### src/rtl/cpu_pkg.sv
// rtl/cpu_pkg.sv - opcodes, FSM states, ALU/bus select codes and NZVC indices for the 8-bit CPU (S_HALT only with CONTROL_UNIT_ILLEGAL_TRAP_EN)
package cpu_pkg;

  // Opcodes
  localparam logic [7:0] OP_BRA     = 8'h20;
  localparam logic [7:0] OP_BMI     = 8'h21;
  localparam logic [7:0] OP_BPL     = 8'h22;
  localparam logic [7:0] OP_BEQ     = 8'h23;
  localparam logic [7:0] OP_BNE     = 8'h24;
  localparam logic [7:0] OP_BVS     = 8'h25;
  localparam logic [7:0] OP_BVC     = 8'h26;
  localparam logic [7:0] OP_BCS     = 8'h27;
  localparam logic [7:0] OP_BCC     = 8'h28;
  localparam logic [7:0] OP_ADD     = 8'h42;
  localparam logic [7:0] OP_SUB     = 8'h43;
  localparam logic [7:0] OP_AND     = 8'h44;
  localparam logic [7:0] OP_OR      = 8'h45;
  localparam logic [7:0] OP_INCA    = 8'h46;
  localparam logic [7:0] OP_INCB    = 8'h47;
  localparam logic [7:0] OP_DECA    = 8'h48;
  localparam logic [7:0] OP_DECB    = 8'h49;
  localparam logic [7:0] OP_XOR     = 8'h4A;
  localparam logic [7:0] OP_NOTA    = 8'h4B;
  localparam logic [7:0] OP_LDA_IMM = 8'h86;
  localparam logic [7:0] OP_LDA_DIR = 8'h87;
  localparam logic [7:0] OP_LDB_IMM = 8'h88;
  localparam logic [7:0] OP_LDB_DIR = 8'h89;
  localparam logic [7:0] OP_STA_DIR = 8'h96;
  localparam logic [7:0] OP_STB_DIR = 8'h97;

  // ALU_Sel codes, shared with the ALU
  localparam logic [2:0] ALU_ADD = 3'b000;
  localparam logic [2:0] ALU_INC = 3'b001;
  localparam logic [2:0] ALU_SUB = 3'b010;
  localparam logic [2:0] ALU_DEC = 3'b011;
  localparam logic [2:0] ALU_AND = 3'b100;
  localparam logic [2:0] ALU_OR  = 3'b101;
  localparam logic [2:0] ALU_XOR = 3'b110;
  localparam logic [2:0] ALU_NOT = 3'b111;

  // Bus select encodings
  localparam logic [1:0] BUS1_PC   = 2'b00;
  localparam logic [1:0] BUS1_A    = 2'b01;
  localparam logic [1:0] BUS1_B    = 2'b10;
  localparam logic [1:0] BUS2_ALU  = 2'b00;
  localparam logic [1:0] BUS2_BUS1 = 2'b01;
  localparam logic [1:0] BUS2_MEM  = 2'b10;

  // NZVC bit positions inside CCR_Result
  localparam int CCR_N = 3;
  localparam int CCR_Z = 2;
  localparam int CCR_V = 1;
  localparam int CCR_C = 0;

  // FSM states
  typedef logic [3:0] state_t;
  localparam state_t S_RST  = 4'd0;
  localparam state_t S_F0   = 4'd1;
  localparam state_t S_F1   = 4'd2;
  localparam state_t S_F2   = 4'd3;
  localparam state_t S_D3   = 4'd4;
  localparam state_t S_E4   = 4'd5;
  localparam state_t S_E5   = 4'd6;
  localparam state_t S_E6   = 4'd7;
  localparam state_t S_E7   = 4'd8;
`ifdef CONTROL_UNIT_ILLEGAL_TRAP_EN
  localparam state_t S_HALT = 4'd9;
`endif

  // Instruction classes; each class shares one execute micro-sequence
  typedef enum logic [2:0] {
    CLS_NONE, CLS_LD_IMM, CLS_LD_DIR, CLS_STORE, CLS_ALU, CLS_BRANCH
  } op_class_t;

  function automatic op_class_t op_class(input logic [7:0] op);
    case (op)
      OP_LDA_IMM, OP_LDB_IMM: op_class = CLS_LD_IMM;
      OP_LDA_DIR, OP_LDB_DIR: op_class = CLS_LD_DIR;
      OP_STA_DIR, OP_STB_DIR: op_class = CLS_STORE;
      OP_ADD, OP_SUB, OP_AND, OP_OR, OP_INCA, OP_INCB,
      OP_DECA, OP_DECB, OP_XOR, OP_NOTA: op_class = CLS_ALU;
      OP_BRA, OP_BMI, OP_BPL, OP_BEQ, OP_BNE,
      OP_BVS, OP_BVC, OP_BCS, OP_BCC: op_class = CLS_BRANCH;
      default: op_class = CLS_NONE;
    endcase
  endfunction

  function automatic logic [2:0] alu_sel_of(input logic [7:0] op);
    case (op)
      OP_SUB:           alu_sel_of = ALU_SUB;
      OP_AND:           alu_sel_of = ALU_AND;
      OP_OR:            alu_sel_of = ALU_OR;
      OP_INCA, OP_INCB: alu_sel_of = ALU_INC;
      OP_DECA, OP_DECB: alu_sel_of = ALU_DEC;
      OP_XOR:           alu_sel_of = ALU_XOR;
      OP_NOTA:          alu_sel_of = ALU_NOT;
      default:          alu_sel_of = ALU_ADD;
    endcase
  endfunction

  // Register B is the source/destination rather than A
  function automatic logic uses_b(input logic [7:0] op);
    case (op)
      OP_LDB_IMM, OP_LDB_DIR, OP_STB_DIR, OP_INCB, OP_DECB: uses_b = 1'b1;
      default: uses_b = 1'b0;
    endcase
  endfunction

endpackage

### src/rtl/branch_cond.sv
// rtl/branch_cond.sv - resolves the branch condition of IR against NZVC flags
module branch_cond
  import cpu_pkg::*;
(
  input  logic [7:0] i_ir,
  input  logic [3:0] i_ccr,
  output logic       o_take
);

  // Select the flag (or its inverse) named by the branch opcode
  always_comb begin
    o_take = 1'b0;
    case (i_ir)
      OP_BRA:  o_take = 1'b1;
      OP_BMI:  o_take = i_ccr[CCR_N];
      OP_BPL:  o_take = ~i_ccr[CCR_N];
      OP_BEQ:  o_take = i_ccr[CCR_Z];
      OP_BNE:  o_take = ~i_ccr[CCR_Z];
      OP_BVS:  o_take = i_ccr[CCR_V];
      OP_BVC:  o_take = ~i_ccr[CCR_V];
      OP_BCS:  o_take = i_ccr[CCR_C];
      OP_BCC:  o_take = ~i_ccr[CCR_C];
      default: o_take = 1'b0;
    endcase
  end

endmodule

### src/rtl/control_unit.sv
// rtl/control_unit.sv - multi-cycle Moore control FSM for the 8-bit CPU; CONTROL_UNIT_ILLEGAL_TRAP_EN traps unknown opcodes in S_HALT
module control_unit
  import cpu_pkg::*;
#(
  parameter int RST_CYCLES = 1
) (
  input  logic       clock,
  input  logic       reset,
  input  logic [7:0] IR,
  input  logic [3:0] CCR_Result,
  output logic       IR_Load,
  output logic       MAR_Load,
  output logic       PC_Load,
  output logic       PC_Inc,
  output logic       A_Load,
  output logic       B_Load,
  output logic [2:0] ALU_Sel,
  output logic       CCR_Load,
  output logic [1:0] Bus1_Sel,
  output logic [1:0] Bus2_Sel,
  output logic       write,
  output logic       Halted
);

  localparam logic [1:0] LP_RST_LAST = 2'(RST_CYCLES - 1);

  state_t    r_state;
  state_t    w_next;
  logic [1:0] r_rst_cnt;
  logic      r_take;
  logic      w_take;
  op_class_t w_class;
  logic      w_use_b;

  assign w_class = op_class(IR);
  assign w_use_b = uses_b(IR);

  branch_cond u_branch_cond (
    .i_ir   (IR),
    .i_ccr  (CCR_Result),
    .o_take (w_take)
  );

  // State register, post-reset idle counter and branch decision latched in D3
  always_ff @(posedge clock or negedge reset) begin
    if (!reset) begin
      r_state   <= S_RST;
      r_rst_cnt <= 2'd0;
      r_take    <= 1'b0;
    end else begin
      r_state <= w_next;
      if (r_state == S_RST) r_rst_cnt <= r_rst_cnt + 2'd1;
      if (r_state == S_D3)  r_take    <= w_take;
    end
  end

  // Next-state sequencing; execute length depends on the instruction class
  always_comb begin
    w_next = S_RST;
    case (r_state)
      S_RST: w_next = (r_rst_cnt == LP_RST_LAST) ? S_F0 : S_RST;
      S_F0:  w_next = S_F1;
      S_F1:  w_next = S_F2;
      S_F2:  w_next = S_D3;
`ifdef CONTROL_UNIT_ILLEGAL_TRAP_EN
      S_D3:  w_next = (w_class == CLS_NONE) ? S_HALT : S_E4;
      S_HALT: w_next = S_HALT;
`else
      S_D3:  w_next = (w_class == CLS_NONE) ? S_F0 : S_E4;
`endif
      S_E4: begin
        case (w_class)
          CLS_LD_IMM, CLS_LD_DIR, CLS_STORE: w_next = S_E5;
          CLS_BRANCH: w_next = r_take ? S_E5 : S_F0;
          default:    w_next = S_F0;
        endcase
      end
      S_E5:  w_next = S_E6;
      S_E6:  w_next = (w_class == CLS_LD_DIR || w_class == CLS_STORE) ? S_E7 : S_F0;
      S_E7:  w_next = S_F0;
      default: w_next = S_RST;
    endcase
  end

  // Moore output decode from state and IR only; CCR enters solely via r_take
  always_comb begin
    IR_Load  = 1'b0;
    MAR_Load = 1'b0;
    PC_Load  = 1'b0;
    PC_Inc   = 1'b0;
    A_Load   = 1'b0;
    B_Load   = 1'b0;
    ALU_Sel  = ALU_ADD;
    CCR_Load = 1'b0;
    Bus1_Sel = BUS1_PC;
    Bus2_Sel = BUS2_ALU;
    write    = 1'b0;
    case (r_state)
      S_F0: begin
        Bus1_Sel = BUS1_PC;
        Bus2_Sel = BUS2_BUS1;
        MAR_Load = 1'b1;
      end
      S_F1: PC_Inc = 1'b1;
      S_F2: begin
        Bus2_Sel = BUS2_MEM;
        IR_Load  = 1'b1;
      end
      S_E4: begin
        case (w_class)
          CLS_LD_IMM, CLS_LD_DIR, CLS_STORE: begin
            Bus2_Sel = BUS2_BUS1;
            MAR_Load = 1'b1;
          end
          CLS_ALU: begin
            ALU_Sel  = alu_sel_of(IR);
            Bus1_Sel = w_use_b ? BUS1_B : BUS1_PC;
            Bus2_Sel = BUS2_ALU;
            A_Load   = ~w_use_b;
            B_Load   = w_use_b;
            CCR_Load = 1'b1;
          end
          CLS_BRANCH: begin
            if (r_take) begin
              Bus2_Sel = BUS2_BUS1;
              MAR_Load = 1'b1;
            end else begin
              PC_Inc = 1'b1;
            end
          end
          default: ;
        endcase
      end
      S_E5: begin
        if (w_class != CLS_BRANCH) PC_Inc = 1'b1;
      end
      S_E6: begin
        Bus2_Sel = BUS2_MEM;
        case (w_class)
          CLS_LD_IMM: begin
            A_Load = ~w_use_b;
            B_Load = w_use_b;
          end
          CLS_LD_DIR, CLS_STORE: MAR_Load = 1'b1;
          CLS_BRANCH: PC_Load = 1'b1;
          default: ;
        endcase
      end
      S_E7: begin
        if (w_class == CLS_STORE) begin
          Bus1_Sel = w_use_b ? BUS1_B : BUS1_A;
          write    = 1'b1;
        end else begin
          Bus2_Sel = BUS2_MEM;
          A_Load   = ~w_use_b;
          B_Load   = w_use_b;
        end
      end
      default: ;
    endcase
  end

`ifdef CONTROL_UNIT_ILLEGAL_TRAP_EN
  assign Halted = (r_state == S_HALT);
`else
  assign Halted = 1'b0;
`endif

endmodule

### config.mk
export PLATFORM = sky130hd
export DESIGN_NAME = control_unit
export DESIGN_NICKNAME = d
export VERILOG_FILES = /design/src/rtl/cpu_pkg.sv /design/src/rtl/branch_cond.sv /design/src/rtl/control_unit.sv
export SDC_FILE = /design/constraint.sdc
export NUM_CORES = 1
export LEC_CHECK = 0
export BUFFER_PORTS_ARGS = -buffer_cell sky130_fd_sc_hd__clkbuf_2
export CAP_MARGIN = 20
export CORE_ASPECT_RATIO = 1.75
export CORE_MARGIN = 2
export CORE_UTILIZATION = 30
export DETAILED_ROUTE_END_ITERATION = 12
export GPL_TIMING_DRIVEN = 1
export HOLD_SLACK_MARGIN = 0.03
export PLACE_DENSITY = 0.49
export SLEW_MARGIN = 10
export SYNTH_ARGS = -nofsm -noshare
export SYNTH_HDL_FRONTEND = slang
export SYNTH_SLANG_ARGS = --single-unit
### constraint.sdc
create_clock -name clock -period 2.7 [get_ports clock]
set_clock_uncertainty 0.15 [all_clocks]
set_input_delay 0.54 -clock clock [delete_from_list [all_inputs] [get_ports clock]]
set_output_delay 0.54 -clock clock [all_outputs]
set_load 0.02 [all_outputs]
==> impl_metrics.ini, run 1 <==
[synthesis]
synth.distinct_cells = 48
synth_common_cells = 13 x nor2_1, 11 x nand2_1, 9 x inv_1
syn_area_sq_um = 897
muxShareOfSynthArea_pct = 2.37
synth_fa_ha_area_share_pct = 1.39
netlist_instances = 123
synth_compound_area_share_pct = 26.5
synth_most_common_cell = nor2_1
ys.flop_type = dfrtp_1
synth_xor_area_share_pct = 2.93
synth_top_area_share_pct = 19.5
syn-num-nets = 138
synth.avg_cell_area_sq_um = 7.29
synth-async-reset-ratio_pct = 100
synth_area_leaders = dfrtp_1 20%, nor2_1 5.4%, nor2b_1 4.9%
yosysWarnings = 0
synth-edff-count = 0
synth_top_family_by_area = simple AND/OR/NAND/NOR gates
synth_simple_gate_area_share_pct = 37.2
ys_seq_area_share_pct = 19.5
ys_ff_latch = 7
synth_area_leader_cell = dfrtp_1

[grt]
grtUsageTotal_pct = 17.0
grt_antenna_before_repair = 0
grt_pass1_vias = 1097
overflow = 0
grt_max_degree = 14
grt_pass1_wl_mm = 4.60

[power]
sw_frac_of_total_pct = 43.2
power_switching_uw = 362
seqPwrFrac_pct = 20.6
power.density_mw_per_mm2 = 589
power.leakage_uw = 0.000654
vdd_ir_drop_max_mv = 0.435
p_total_uw = 837
pwr-share-clk_pct = 17.0
power.share.combinational_pct = 62.5
internal_power_uw = 475

[worst_setup_path]
worstPathRequired_ns = 2.01
critPathLaunchType = input pin
path_cells = buf_6 > nor4b_4 > buf_4 > a21oi_4 > a311o_2 > nand2_4 > a211oi_2 > buf_4
r2r-start = r_state[2]
worstSetupPathType = input pin to output pin
crit_start = IR[4]
path_common_cell = buf_4
end_kind = output pin
arrival_ns = 1.98
cp_slowest_stage_delay_ns = 0.39
slowest_stage = a311o_2
r2r_end = r_state[0]
r2r_slack_ns = 0.79
cp_max_fo = 6
reg2reg_depth = 6

[sta]
fin_crit_ns = 2.67
slew_violations = 0
tightest_slew_ns = 0.529
maxSlewHeadroom_pct = 64.4
period_share_pct = 98.8
hold_viol_final = 0
worst_slack_ns = 0.0327
fmax_ghz = 0.375
setup_violations = 0

[finish]
multi_input_area_sq_um = 754
regArea_sq_um = 175
syn_to_final_growth_pct = 58.3
fin_util_pct = 49.0
finalNetCount = 186
antennaDiodeCount = 0
fin_cells = 198
drive_above_1_share_pct = 44.7
fill_cells = 289

[floorplan]
rows = 26
die-area_sq_mm = 0.00346
core-area_sq_mm = 0.00290
num_io_pins = 30
start_util_pct = 31.0
chipWidth_um = 45.3
fp.dieH_um = 76.3

[cts]
htreeDepth = 1
cts.sinks = 7
cts_root_buf = clkbuf_8
clk_pin_slew_worst_paths_ns = 0.04
tritoncts = built
cts_made_buffers = 3
clk_latency_ns = 0.22
ctsLongestPathBuffers = 2

[place]
post-place-cells = 189
port_buffers = 28
place_congestion = 0.846
hpwl_mm = 2.18
pre_cts_slack_ns = -0.112

[detailed_routing]
routedWlPerCell_um = 14.5
dr.pass1.iters = 6
wirelength_mm = 2.88
via_count = 1088
drt_iter0_drc = 16
avgViaCountPerCell = 5.49
drtAntennaViolNets = 0
drc = 0

[min_path]
min_from = r_rst_cnt[0]
hold_end = r_rst_cnt[0]
min_path_type = flop to flop
whs_path_depth = 2

[run_status]
status = finished clean

[flow_run]
maxCapViolations = 0
-- what timing repair did --
action / CTS / global route
gates resized for setup: 13 / 26
gates cloned: 0 / 0
endpoints found under the setup margin: 4 / 6
hold buffers: 1 / 0
pin swaps: 10 / 13
endpoints found under the hold margin: 7 / 0
setup buffers: 1 / 3
-- area by class of cell --
class / count / share of cell area (%)
well taps: 28 / 2.47
multi-input cells: 97 / 53.1
clock buffers: 4 / 3.17
inverters: 9 / 2.38
flip-flops and latches: 7 / 12.3
repair buffers: 53 / 26.5
-- flip-flops by register name, indices dropped and copies added (netlist names) --
register,count
r_state,4
r_take,1
r_rst_cnt,2
-- through the flow --
step                      area [sq um]  setup TNS (ns)  hold slack [ns]
after global placement            1200          -0.130            0.228
after floorplan                    915               0           0.0944
after detailed placement          1200          -0.187            0.232
after CTS                         1320               0            0.379
final                             1420               0            0.378
after global routing              1420         -0.0305            0.393
-- critical path, delay by kind of cell --
family	cells	cell delay (ns)
and+or+nand+nor	2	0.47
buffers and inverters	3	0.46
AOI/OAI and AO/OA	3	0.51
-- how the worst max path moves through the flow --
| stage | to | slack (ns) | depth (start not counted) |
|---|---|---|---|
| 2_1_floorplan | A_Load | 0.04 | 6 |
| 3_3_place_gp | MAR_Load | -0.08 | 7 |
| 3_5_place_dp | MAR_Load | -0.11 | 7 |
| 4_1_cts | MAR_Load | 0.004 | 7 |
| 5_1_grt | MAR_Load | -0.03 | 9 |
| 6_report | Bus2_Sel[0] | 0.03 | 8 |
-- per-layer routing --
metal	vias up	routed length (um)	share of wire [%]	GRT usage (%)
met4	0	46	1.6	7.06
met2	24	1670	58	31.4
met3	6	70	2.4	2.37
li1	544	-	-	-
met5	-	0	0	0
met1	514	1090	38	17.5
-- cell families (layout without fill, tap and decap cells) --
logic type	Yosys count	in the layout
compound gates	32	32
xor+xnor	3	3
fa+ha+maj	1	1
buf+inv	19	66
flops	7	7
mux	2	2
other cells	1	1
simple gates	58	58
-- cells in the final DEF, fill, tap and decap left out, types with 3 or more instances in the layout --
cell type	synthesis	final
nor2b_1	7	6
nor3_1	8	7
clkbuf_8	0	4
a21oi_1	7	6
nand2_1	11	9
clkbuf_2	0	19
nor2_1	13	12
o21ai_0	3	3
nand3_1	5	5
buf_4	1	27
dfrtp_1	7	7
inv_1	9	9
-- power by group through the flow --
stage / Clock (uW) / Combinational [uW] / Sequential (uW)
5_1_grt: 153 / 568 / 176
3_3_place_gp: 0 / 464 / 173
2_1_floorplan: 0 / 355 / 154
6_report: 142 / 523 / 172
3_5_place_dp: 0 / 472 / 174
4_1_cts: 147 / 493 / 172
Note: power is estimated with default switching activity, not from simulation.
==> run 2, diff against run 1 <==
CORE_ASPECT_RATIO = unset   (was 1.75)
==> run 2 against run 1 <==
Routed wire length down 11%. Clock power down 37%. Cell count up 0.51%. Maximum frequency up 0.26%. The flow now finishes with violations (DRC). Hold slack better by 0.017 ns. Highest routed layer unchanged. Die area down 0.49%. Total power down 9.0%. Largest power group unchanged. Clock-buffer cell count unchanged. Combinational power down 7.6%. Flip-flop and latch count unchanged.
==> impl_metrics.ini, run 2 (same netlist as run 1, synthesis figures left out) <==
[cts]
htreeDepth = 1
cts_root_buf = clkbuf_4
cts_made_buffers = 3
clk_latency_ns = 0.25
cts.sinks = 7
tritoncts = built
clk_pin_slew_worst_paths_ns = 0.05
ctsLongestPathBuffers = 2

[power]
power.leakage_uw = 0.000625
seqPwrFrac_pct = 24.7
pwr-share-clk_pct = 11.8
internal_power_uw = 409
power.share.combinational_pct = 63.4
power_switching_uw = 353
sw_frac_of_total_pct = 46.3
vdd_ir_drop_max_mv = 0.441
power.density_mw_per_mm2 = 563

[sta]
slew_violations = 0
fin_crit_ns = 2.66
fmax_ghz = 0.376
hold_viol_final = 0
rsz0062_at_grt = true
period_share_pct = 98.5
setup_violations = 0
worst_slack_ns = 0.0396
tightest_slew_ns = 0.546
maxSlewHeadroom_pct = 63.3

[finish]
top_regs = r_state: 4 flops, r_rst_cnt: 2 flops, r_take: 1 flops
finalNetCount = 184
fin_util_pct = 48.3
largest_register = r_state
largest_reg_flops = 4
antennaDiodeCount = 0
final_cell_mix = 23 x clkbuf_2, 23 x buf_4, 12 x nor2_1, 10 x nand2_1, 9 x inv_1
syn_to_final_growth_pct = 50.9
drive_above_1_share_pct = 43.5

[floorplan]
rows = 19
chipWidth_um = 58.7
num_io_pins = 30
fp.dieH_um = 58.7
start_util_pct = 32.0
core-area_sq_mm = 0.00281
die-area_sq_mm = 0.00344

[detailed_routing]
drc = 3
dr.pass1.iters = 8
wirelength_mm = 2.57
avgViaCountPerCell = 5.37
routedWlPerCell_um = 12.9
drt_iter0_drc = 42
via_count = 1069
drtAntennaViolNets = 0

[worst_setup_path]
r2r-start = r_state[2]
worstPathRequired_ns = 2.01
crit_family = simple AND/OR/NAND/NOR gates
cp_max_fo = 8
crit_start = IR[2]
worstSetupPathType = input pin to output pin
path_cells = clkbuf_16 > or4b_4 > o211ai_4 > a31oi_4 > a2111oi_4 > buf_4
cp_slowest_stage_delay_ns = 0.55
arrival_ns = 1.97
slowest_stage = or4b_4
end_kind = output pin
critPathLaunchType = input pin
critPathBufInv = 2

[flow_run]
maxCapViolations = 0

[grt]
overflow = 0
grtUsageTotal_pct = 16.2
grt_max_degree = 14
globalRouteMet2Util_pct = 28.4
grt_pass1_vias = 1011
met1_usage_pct = 21.5
grt_antenna_before_repair = 0
grt_pass1_wl_mm = 4.44
gr-max-usage-layer = met2
met3_usage_pct = 0.659

[place]
place_congestion = 0.874
port_buffers = 28
pre_cts_slack_ns = -0.124
hpwl_mm = 2.04

[run_status]
status = complete, but fails checks
violations = DRC

[min_path]
min_from = r_rst_cnt[0]
min_path_type = flop to flop
## run 2: layout make-up
cell class                 instances  area, sq um
sequential                         7          175
multi-input combinational         97          739
inverter                           9         33.8
fill                             294         1450
timing repair buffer              51          340
clock buffer                       4         26.3
tap                               31         38.8
## run 2: worst paths after layout
kind                                      to  slack, ns  cells after the start
worst max-delay path                MAR_Load       0.04                      6
worst min-delay path            r_rst_cnt[0]       0.40                      2
worst max register to register    r_state[0]       0.72                      6
worst min register to register  r_rst_cnt[0]       0.40                      2
max in group asynchronous         r_state[2]       1.74                      2
min in group asynchronous       r_rst_cnt[1]       0.50                      2
## run 2: repair_timing
action,in CTS,in global routing
setup endpoints to repair,2,5
buffers inserted,2,3
gates resized for setup,15,10
pin swaps,8,6
endpoints found under the hold margin,7,0
hold buffers,1,0
## run 2: power groups by stage
stage          combinational (uW)  clock [uW]  sequential [uW]
6_report                      483        90.1              188
3_5_place_dp                  444           0              190
5_1_grt                       535         102              194
3_3_place_gp                  441           0              189
4_1_cts                       479        95.1              188
2_1_floorplan                 355           0              154
## run 2: tightest hold or removal path, stage by stage (launching register included)
cell	delay [ns]
dfrtp_1	0.32
inv_1	0.06
xnor2_1	0.12
## run 2: routing by layer
layer | wire length, um | vias up
li1 | - | 543
met3 | 69 | 4
met5 | 0 | -
met1 | 1240 | 500
met4 | 16 | 0
met2 | 1250 | 22
## run 2: per-stage QoR
step	power (uW)	TNS, ns	cells	instance area [sq um]	hold WS [ns]
global placement	630	-0.138	189	1170	0.232
global route	831	-0.0348	199	1350	0.421
detailed placement	634	-0.170	189	1170	0.231
finish	762	0	199	1350	0.395
CTS	762	-0.00819	196	1310	0.401
floorplan	509	0	123	915	0.0944
